==> src/rtl/e_pkg.sv <==
// ---------------------------------------------------------------------------
// e_pkg
//   Shared types and helpers for the e_stream unary-code admission engine.
//   - mode_t  : per-beat admission mode (TRUE / CMPL / EITHER / NONE)
//   - len_w() : width of a decoded length field for a W-bit lane
//   - sat_add : saturating add used by the statistics counters
// ---------------------------------------------------------------------------
package e_pkg;

    typedef enum logic [1:0] {
        MODE_TRUE   = 2'b00,
        MODE_CMPL   = 2'b01,
        MODE_EITHER = 2'b10,
        MODE_NONE   = 2'b11
    } mode_t;

    // Admitted lengths run 1..W-1, so $clog2(W) bits always suffice.
    function automatic int len_w(input int w);
        return $clog2(w);
    endfunction

    // a + b clamped to max_val. The sum is formed one bit wider so that a
    // carry out of 32 bits is still seen as an overflow.
    function automatic logic [31:0] sat_add(input logic [31:0] a,
                                            input logic [31:0] b,
                                            input logic [31:0] max_val);
        logic [32:0] sum;
        sum = {1'b0, a} + {1'b0, b};
        if (sum > {1'b0, max_val}) begin
            return max_val;
        end
        return sum[31:0];
    endfunction

endpackage

==> src/rtl/e_lane.sv <==
// ---------------------------------------------------------------------------
// e_lane
//   Purely combinational classifier for one W-bit lane.
//   Ports:
//     i_x        in  W      : lane vector
//     i_mode     in  mode_t : admission mode for the beat
//     o_is_unary out 1      : lane admitted
//     o_cmp      out 1      : admitted form is the complement form
//     o_len      out LEN_W  : decoded length (0 when rejected)
// ---------------------------------------------------------------------------
module e_lane
    import e_pkg::*;
#(
    parameter int W                     = 16,
    parameter bit P_ADMIT_COMPLIMENT_EN = 1'b1,
    localparam int LEN_W                = len_w(W)
) (
    input  logic [W-1:0]     i_x,
    input  mode_t            i_mode,
    output logic             o_is_unary,
    output logic             o_cmp,
    output logic [LEN_W-1:0] o_len
);

    logic [W-1:0] w_inv;
    logic         w_true_shape;
    logic         w_cmpl_shape;
    logic         w_allow_true;
    logic         w_allow_cmpl;
    logic         w_take_true;
    logic         w_take_cmpl;
    logic [W-1:0] w_cnt_src;
    logic [LEN_W-1:0] w_ones;

    assign w_inv = ~i_x;

    // A run of low ones satisfies x & (x+1) == 0. All-zero and all-one also
    // satisfy it, so both are excluded explicitly; that also keeps k in 1..W-1.
    assign w_true_shape = ((i_x & (i_x + W'(1))) == '0) && (i_x != '0) && (i_x != '1);
    assign w_cmpl_shape = ((w_inv & (w_inv + W'(1))) == '0) && (w_inv != '0) && (w_inv != '1);

    assign w_allow_true = (i_mode == MODE_TRUE) || (i_mode == MODE_EITHER);
    assign w_allow_cmpl = P_ADMIT_COMPLIMENT_EN &&
                          ((i_mode == MODE_CMPL) || (i_mode == MODE_EITHER));

    // The two shapes are mutually exclusive, so no priority is really needed.
    assign w_take_true = w_true_shape && w_allow_true;
    assign w_take_cmpl = w_cmpl_shape && w_allow_cmpl && !w_take_true;

    // Length is the ones count of the true form or the zeros count of the
    // complement form; counting ones of ~x covers the latter.
    assign w_cnt_src = w_take_cmpl ? w_inv : i_x;

    always_comb begin
        w_ones = '0;
        for (int i = 0; i < W; i++) begin
            w_ones = w_ones + LEN_W'(w_cnt_src[i]);
        end
    end

    assign o_is_unary = w_take_true || w_take_cmpl;
    assign o_cmp      = w_take_cmpl;
    assign o_len      = o_is_unary ? w_ones : '0;

endmodule

==> src/rtl/e_stream.sv <==
// ---------------------------------------------------------------------------
// e_stream
//   Two-stage pipelined, N-lane unary/thermometer admission and decode engine
//   with valid/ready handshakes and saturating accept/reject statistics.
//   Ports:
//     clk, rst        : clock, synchronous active-high reset
//     i_in_vld/o_in_rdy, i_in_x[N*W], i_in_mode[2] : input beat stream
//     o_out_vld/i_out_rdy, o_out_is_unary[N], o_out_cmp[N],
//     o_out_len[N*LEN_W], o_out_all               : result stream
//     i_stat_clr      : synchronous statistics clear (wins over a handshake)
//     o_stat_acc/o_stat_rej [CNT_W] : admitted / rejected lane counts
//   Note for integrators: o_in_rdy depends combinationally on i_out_rdy.
//   CNT_W must be 1..32, W >= 2, N >= 1.
// ---------------------------------------------------------------------------
module e_stream
    import e_pkg::*;
#(
    parameter int W                     = 16,
    parameter int N                     = 4,
    parameter bit P_ADMIT_COMPLIMENT_EN = 1'b1,
    parameter int CNT_W                 = 16,
    localparam int LEN_W                = len_w(W)
) (
    input  logic               clk,
    input  logic               rst,
    input  logic               i_in_vld,
    output logic               o_in_rdy,
    input  logic [N*W-1:0]     i_in_x,
    input  logic [1:0]         i_in_mode,
    output logic               o_out_vld,
    input  logic               i_out_rdy,
    output logic [N-1:0]       o_out_is_unary,
    output logic [N-1:0]       o_out_cmp,
    output logic [N*LEN_W-1:0] o_out_len,
    output logic               o_out_all,
    input  logic               i_stat_clr,
    output logic [CNT_W-1:0]   o_stat_acc,
    output logic [CNT_W-1:0]   o_stat_rej
);

    localparam logic [31:0] C_CNT_MAX = 32'((64'd1 << CNT_W) - 64'd1);

    // Stage A: raw beat
    logic               r_a_vld;
    logic [N*W-1:0]     r_a_x;
    mode_t              r_a_mode;

    // Stage B: classified results
    logic               r_b_vld;
    logic [N-1:0]       r_b_is_unary;
    logic [N-1:0]       r_b_cmp;
    logic [N*LEN_W-1:0] r_b_len;

    logic [CNT_W-1:0]   r_acc;
    logic [CNT_W-1:0]   r_rej;

    logic               w_b_en;
    logic               w_a_en;
    logic               w_hs;
    logic [N-1:0]       w_is_unary;
    logic [N-1:0]       w_cmp;
    logic [N*LEN_W-1:0] w_len;
    logic [31:0]        w_pop;
    logic [31:0]        w_acc_next;
    logic [31:0]        w_rej_next;

    // Each stage advances when its downstream slot is empty or draining.
    assign w_b_en   = !r_b_vld || i_out_rdy;
    assign w_a_en   = !r_a_vld || w_b_en;
    assign w_hs     = r_b_vld && i_out_rdy;
    assign o_in_rdy = w_a_en && !rst;

    generate
        for (genvar gi = 0; gi < N; gi++) begin : g_lane
            e_lane #(
                .W                     (W),
                .P_ADMIT_COMPLIMENT_EN (P_ADMIT_COMPLIMENT_EN)
            ) u_lane (
                .i_x        (r_a_x[gi*W +: W]),
                .i_mode     (r_a_mode),
                .o_is_unary (w_is_unary[gi]),
                .o_cmp      (w_cmp[gi]),
                .o_len      (w_len[gi*LEN_W +: LEN_W])
            );
        end
    endgenerate

    always_ff @(posedge clk) begin
        if (rst) begin
            r_a_vld  <= 1'b0;
            r_a_x    <= '0;
            r_a_mode <= MODE_TRUE;
        end else if (w_a_en) begin
            r_a_vld  <= i_in_vld;
            r_a_x    <= i_in_x;
            r_a_mode <= mode_t'(i_in_mode);
        end
    end

    // Bubbles load zeros so the result bus reads 0 whenever o_out_vld is low.
    always_ff @(posedge clk) begin
        if (rst) begin
            r_b_vld      <= 1'b0;
            r_b_is_unary <= '0;
            r_b_cmp      <= '0;
            r_b_len      <= '0;
        end else if (w_b_en) begin
            r_b_vld      <= r_a_vld;
            r_b_is_unary <= r_a_vld ? w_is_unary : '0;
            r_b_cmp      <= r_a_vld ? w_cmp      : '0;
            r_b_len      <= r_a_vld ? w_len      : '0;
        end
    end

    always_comb begin
        w_pop = '0;
        for (int i = 0; i < N; i++) begin
            w_pop = w_pop + 32'(r_b_is_unary[i]);
        end
    end

    assign w_acc_next = sat_add(32'(r_acc), w_pop, C_CNT_MAX);
    assign w_rej_next = sat_add(32'(r_rej), 32'(N) - w_pop, C_CNT_MAX);

    always_ff @(posedge clk) begin
        if (rst || i_stat_clr) begin
            r_acc <= '0;
            r_rej <= '0;
        end else if (w_hs) begin
            r_acc <= CNT_W'(w_acc_next);
            r_rej <= CNT_W'(w_rej_next);
        end
    end

    assign o_out_vld      = r_b_vld;
    assign o_out_is_unary = r_b_is_unary;
    assign o_out_cmp      = r_b_cmp;
    assign o_out_len      = r_b_len;
    assign o_out_all      = &r_b_is_unary;
    assign o_stat_acc     = r_acc;
    assign o_stat_rej     = r_rej;

endmodule

==> config.mk <==
export PLATFORM = sky130hd
export DESIGN_NAME = e_stream
export DESIGN_NICKNAME = d
export VERILOG_FILES = /design/src/rtl/e_pkg.sv /design/src/rtl/e_lane.sv /design/src/rtl/e_stream.sv
export SDC_FILE = /design/constraint.sdc
export NUM_CORES = 1
export LEC_CHECK = 0
export ABC_AREA = 1
export ABC_CLOCK_PERIOD_IN_PS = 5100
export CORE_ASPECT_RATIO = 1.5
export CORE_MARGIN = 1
export CORE_UTILIZATION = 53
export CTS_BUF_LIST = sky130_fd_sc_hd__clkbuf_8
export CTS_CLUSTER_SIZE = 28
export DETAILED_ROUTE_END_ITERATION = 7
export GPL_TIMING_DRIVEN = 1
export PLACE_DENSITY = 0.8
export SYNTH_ARGS = -nofsm -noshare
export SYNTH_HDL_FRONTEND = slang
export SYNTH_SLANG_ARGS = --single-unit
==> constraint.sdc <==
create_clock -name clk -period 5.1 [get_ports clk]
set_input_delay 0.765 -clock clk [delete_from_list [all_inputs] [get_ports clk]]
set_output_delay 0.765 -clock clk [all_outputs]
set_load 0.01 [all_outputs]
* Word-level counts from Yosys, hierarchy flattened
Cells that the tools add are included.
Word-level totals: register bits 124
Cells by class: add/sub/neg operators 74, reduce and logical (&&, ||, !) cells 64, bitwise logic cells 12, muxes and demuxes 17, $lt $le $gt $ge 2, equality and inequality tests 10
Operators with widths (count):
- 4-bit by 1-bit adder with 4-bit output | 56
- 16-bit two-way mux | 9
- 16-bit by 1-bit adder with 16-bit output (second input constant) | 8
- 16-bit bitwise AND | 8
- 16-bit logical NOT | 8
- 16-bit != test (second input constant) | 8
- 16-bit nonzero test | 8
- 16-bit inverter | 4
- 16-bit by 32-bit adder with 33-bit output | 1
- 33-bit by 16-bit > comparator with 1-bit output (second input constant) | 1
- 1-bit logical AND | 30
- 4-bit two-way mux | 6
- 16-bit by 4-bit adder with 17-bit output | 1
- 17-bit by 16-bit > comparator with 1-bit output (second input constant) | 1
- 1-bit by 1-bit adder with 2-bit output | 5
- 1-bit logical OR | 9
- 1-bit logical NOT | 7
- 3-bit by 4-bit subtractor with 5-bit output (first input constant) | 1
- 3-bit by 1-bit adder with 4-bit output | 1
- 4-bit AND reduction | 1
- 2-bit by 1-bit adder with 3-bit output | 1
- 2-bit by 1-bit equality test with 1-bit output (second input constant) | 1
- 2-bit equality test (second input constant) | 1
- 2-bit logical NOT | 1
- 1-bit two-way mux | 2

* Longest topological paths before layout
depth in word-level cells 26, depth in mapped cells 27, gate-level depth less buffers 27

* By module
A second synthesis with hierarchy kept.
Unflattened totals: cell total of the unflattened synthesis 1801, area, all modules 11657.4 um^2
By module, submodules not included:
- e_stream | area an instance 6017.0 um^2, cells each 836, instances 1
- e_lane (g_lane[1].u_lane ...) | area an instance 1348.8 um^2, cells each 243, instances 2
- e_lane (g_lane[0].u_lane) | area an instance 1495.2 um^2, cells each 242, instances 1
- e_lane (g_lane[3].u_lane) | area an instance 1447.6 um^2, cells each 237, instances 1

* Worst setup path before layout
Ideal clock, no wire load.
path type register to register, start point register r_a_mode[1], end point register r_b_len[10], in the netlist o_out_len[10], arrival time 4.974 ns, buffers on the path 1, path slack 0.055 ns, cell stages (with the launch flop) 25, cell sequence dfxtp_1 -> inv_1 -> ha_1 -> inv_1 -> nor2_1 -> nand2_1 -> nor2_1 -> nand2_1 -> nor2_1 -> nand3_1 -> nor2_4 -> nand3_4 -> buf_8 -> xor2_1 -> fa_1 -> inv_1 -> fa_1 -> fa_1 -> inv_1 -> fa_1 -> fa_1 -> fa_1 -> xnor2_1 -> nand3_1 -> a21oi_1
On the way: longest elaborated chain between the ends 23, elaborated cells on any way between the ends 28, classes of those cells add/sub: 15; eq/ne: 2; mux: 3; reduce/logical: 8
Ends and longest elaborated chain:
- start, declared | line e_stream.sv:46 | mode_t r_a_mode;
- start signal, assigned | line e_stream.sv:96 | r_a_mode <= mode_t'(i_in_mode);
- 2-bit equality test / 2-bit logical NOT (equally long branches) | line e_lane.sv:42, e_lane.sv:44
- 1-bit logical OR | line e_lane.sv:42 | assign w_allow_true = (i_mode == MODE_TRUE) || (i_mode == MODE_EITHER);
- 1-bit logical AND | line e_lane.sv:47 | assign w_take_true = w_true_shape && w_allow_true;
- 1-bit logical NOT | line e_lane.sv:48 | assign w_take_cmpl = w_cmpl_shape && w_allow_cmpl && !w_take_true;
- 1-bit logical AND | line e_lane.sv:48
- 16-bit two-way mux | line e_lane.sv:52 | assign w_cnt_src = w_take_cmpl ? w_inv : i_x;
- 1-bit by 1-bit adder with 2-bit output | line e_lane.sv:57 | w_ones = w_ones + LEN_W'(w_cnt_src[i]);
- 4-bit by 1-bit adder with 4-bit output (14 in series) | line e_lane.sv:57
- 4-bit two-way mux * | line e_lane.sv:63 | assign o_len = o_is_unary ? w_ones : '0;
- 16-bit two-way mux * | line e_stream.sv:111 | r_b_len <= r_a_vld ? w_len : '0;
- end signal, assigned | line e_stream.sv:111
- end, declared | line e_stream.sv:52 | logic [N*LEN_W-1:0] r_b_len;
Mark *: on every way between the ends. The rest lies on a longest branch, timed or not. A chain may end at the register's enable or synchronous reset.

* Worst setup path in the final report
start point register r_a_mode[0], end point register r_b_len[5], in the netlist o_out_len[5]
Same word-level chain as after synthesis.

==> flow_metrics.tcl <==
set metrics [dict create \
    start_kind "register" \
    synth.avg_cell_area_um2 6.547 \
    n_antenna_cell 0 \
    place_hpwl_um 21190 \
    top_level_ports 130 \
    yosysSeqAreaShare 0.2330 \
    grt_pass1_vias 10290 \
    cts-buffers-inserted 17 \
    worstPathArrival_ns 5.17 \
    num_rows 63 \
    vias_per_cell 5.346 \
    slew_headroom 0.3374 \
    synth-seq-cells 124 \
    wl_per_cell_um 13.85 \
    synth-edff-count 0 \
    clock_latency_ns 0.47 \
    synth_area_mm2 0.01065 \
    wl_um 27820 \
    io_buffers 129 \
    synthAdderAreaFrac 0.1550 \
    status "completed" \
    die-area_mm2 0.02068 \
    stdcell_area_mm2 0.01262 \
    async_flop_share 0 \
    cts_root_buf "clkbuf_8" \
    skew_ns 0.01761 \
    slew_violations 0 \
    required_ns 5.40 \
    tns_ns 0 \
    coreArea_mm2 0.01971 \
    synth_top_area_share 0.2330 \
    fp.dieW_um 117.8 \
    drtIter0Drc 720 \
    place_ws_ns -0.05744 \
    grt_start_max_net_pins 94 \
    hp-class "reg -> reg" \
    setup_viol 0 \
    grt_use_total 0.2755 \
    die_h_um 175.6 \
    leakage_nw 6.085 \
    synth_fp_nets 1809 \
    dpl_cell_area_mm2 0.01214 \
    path_clk_slew_ns 0.08 \
    fmax_mhz 205.1 \
    ir_worst_vdd_uv 156.6 \
    dr.pass1.iters 5 \
    overflow 0 \
    fin_crit_sh 0.9561 \
    crit_type "reg -> reg" \
    areaGrowthSynthToFinish_pct 18.46 \
    start_util 0.5406 \
    synth_top_area_cell "dfxtp_1" \
    grt_antenna_before_repair 0 \
    vias 10740 \
    synth-xor-area-share 0.05238 \
    drc_errors 0 \
    synth.area.top_cells "dfxtp_1 (23%), nand2_1 (14%), ha_1 (8.9%)" \
    tightest_slew_ns 0.9938 \
    hold_viol 0 \
    powerDensity_mw_per_mm2 217.6 \
    grt_pass1_wl_um 46590 \
    yosysWarnings 0 \
    rsz0062_at_grt "yes" \
    place.gp.congestion 0.9808 \
    ant_nets 0 \
    worst_slack_ns 0.2241 \
    htree_levels 4 \
    cts_sinks 124 \
    clock_path_buffers 2 \
    yosys.area_share.simple 0.3259 \
    fin_util 0.6404 \
    cap_violations 0 \
    synth_top_family_by_area "simple AND/OR/NAND/NOR gates" \
    critPathCaptureType "register" \
    synth_cell_types 43 \
    layout-drive-gt1-share 0.09320 \
    synth_compound_area_frac 0.1075 \
    nNetsFinal 1918 \
    synth_top_flop_cell "dfxtp_1" \
    synth_mux_area_frac 0 \
    cts_tree "built" \
    cp_max_fo 5 \
    min_period_ns 4.876 \
    synthCells 1627 \
    num-fill-cells 1850 \
]
==> metal layers <==
metal  up-vias  part of all wire  track usage
li1       5371                 -            -
met3        85             0.042      0.03766
met1      4938              0.39       0.2921
met2       346              0.54       0.5304
met5         -                 0            0
met4         0             0.035       0.1287
==> worst paths after layout <==
path | startpoint | to | slack (ns) | depth (start not counted)
worst min-delay path | o_out_len[9] | o_out_len[9] | 0.47 | 2
worst max-delay path | r_a_mode[0] | o_out_len[5] | 0.22 | 21
worst min register to register | o_out_len[9] | o_out_len[9] | 0.47 | 2
worst max register to register | r_a_mode[0] | o_out_len[5] | 0.22 | 21
==> placed cells by master (no fill, tap or decap), types with 14 or more instances in the layout <==
cell,instances
nor2_1,137
nand4_1,37
ha_1,73
nor2_2,24
dfxtp_2,15
o21ai_1,14
a21oi_1,138
clkbuf_8,19
nand3_1,152
o21ai_0,52
buf_4,34
fa_1,30
xor2_1,45
xnor2_1,14
clkdlybuf4s50_1,128
inv_1,239
inv_2,16
dfxtp_1,108
nand2_1,385
==> per-stage QoR <==
step                hold slack [ns]  power, mW  instances
CTS                          0.4683      2.758       2007
finish                       0.4665      2.747       2009
global route                 0.4899      2.942       2009
floorplan                    0.4642      1.690       1627
detailed placement           0.4569      1.909       1975
global placement             0.4545      1.871       1975
==> state kept, by name (all words and copies together) (netlist names) <==
register and cells:
r_a_mode 2, o_stat_rej 16, o_stat_acc 16, r_a_vld 1
o_out_is_unary 4, o_out_len 16, r_a_x 64, o_out_vld 1
o_out_cmp 4
==> report_power, final <==
| group | total [mW] | internal (mW) | switching [mW] |
|---|---|---|---|
| logic | 0.832 | 0.374 | 0.458 |
| clock network | 0.844 | 0.412 | 0.432 |
| registers | 1.07 | 1.00 | 0.0662 |
| total | 2.75 | 1.79 | 0.956 |
==> logic make-up (layout without fill, tap and decap cells) <==
| kind of cell | after synthesis | count (layout) |
|---|---|---|
| AO/OA/AOI/OAI | 220 | 220 |
| flip-flops | 124 | 124 |
| XOR/XNOR | 62 | 62 |
| AND/OR/NAND/NOR | 782 | 782 |
| buffers and inverters | 328 | 450 |
| adder cells (fa/ha/maj) | 111 | 111 |
==> final cells by class <==
cell class	count	area [um2]	area share
inverters	254	953.4	0.07555
clock inverters	13	118.9	0.009419
multi-input cells	1175	6897	0.5465
clock buffers	19	261.5	0.02072
flip-flops and latches	124	2505	0.1985
well taps	260	325.3	0.02578
repair buffers	164	1559	0.1235
==> critical path, cell delays in order (launching register included) <==
cell and delay, ns:
dfxtp_2 0.34, inv_2 0.05, ha_4 0.27, nand2_1 0.05, nor2_1 0.09, nand4_1 0.09
nor2_1 0.12, nand3b_1 0.10, nor2_2 0.16, nand2_4 0.09, xor2_1 0.17, fa_1 0.52
inv_1 0.05, fa_1 0.46, fa_1 0.55, inv_1 0.05, fa_1 0.49, fa_2 0.37
fa_2 0.53, inv_1 0.05, nand3_2 0.06, a21oi_1 0.05
==> cell usage after synthesis, types with 12 or more instances <==
cell,count
nand2_1,386
inv_1,242
nand3_1,153
nor2_1,141
a21oi_1,138
dfxtp_1,124
ha_1,76
o21ai_0,54
xor2_1,45
clkbuf_1,40
nand4_1,37
fa_1,35
nor2_2,23
xnor2_1,15
buf_2,14
inv_2,12
o21ai_1,12
==> what timing repair did <==
action,4_1_cts,5_1_grt
gates resized for setup,4,34
endpoints found under the setup margin,4,12
pin swaps,1,18
hold buffers,0,0
buffers inserted,0,2
cloned,0,0
Power figures use the tool's default switching activity.
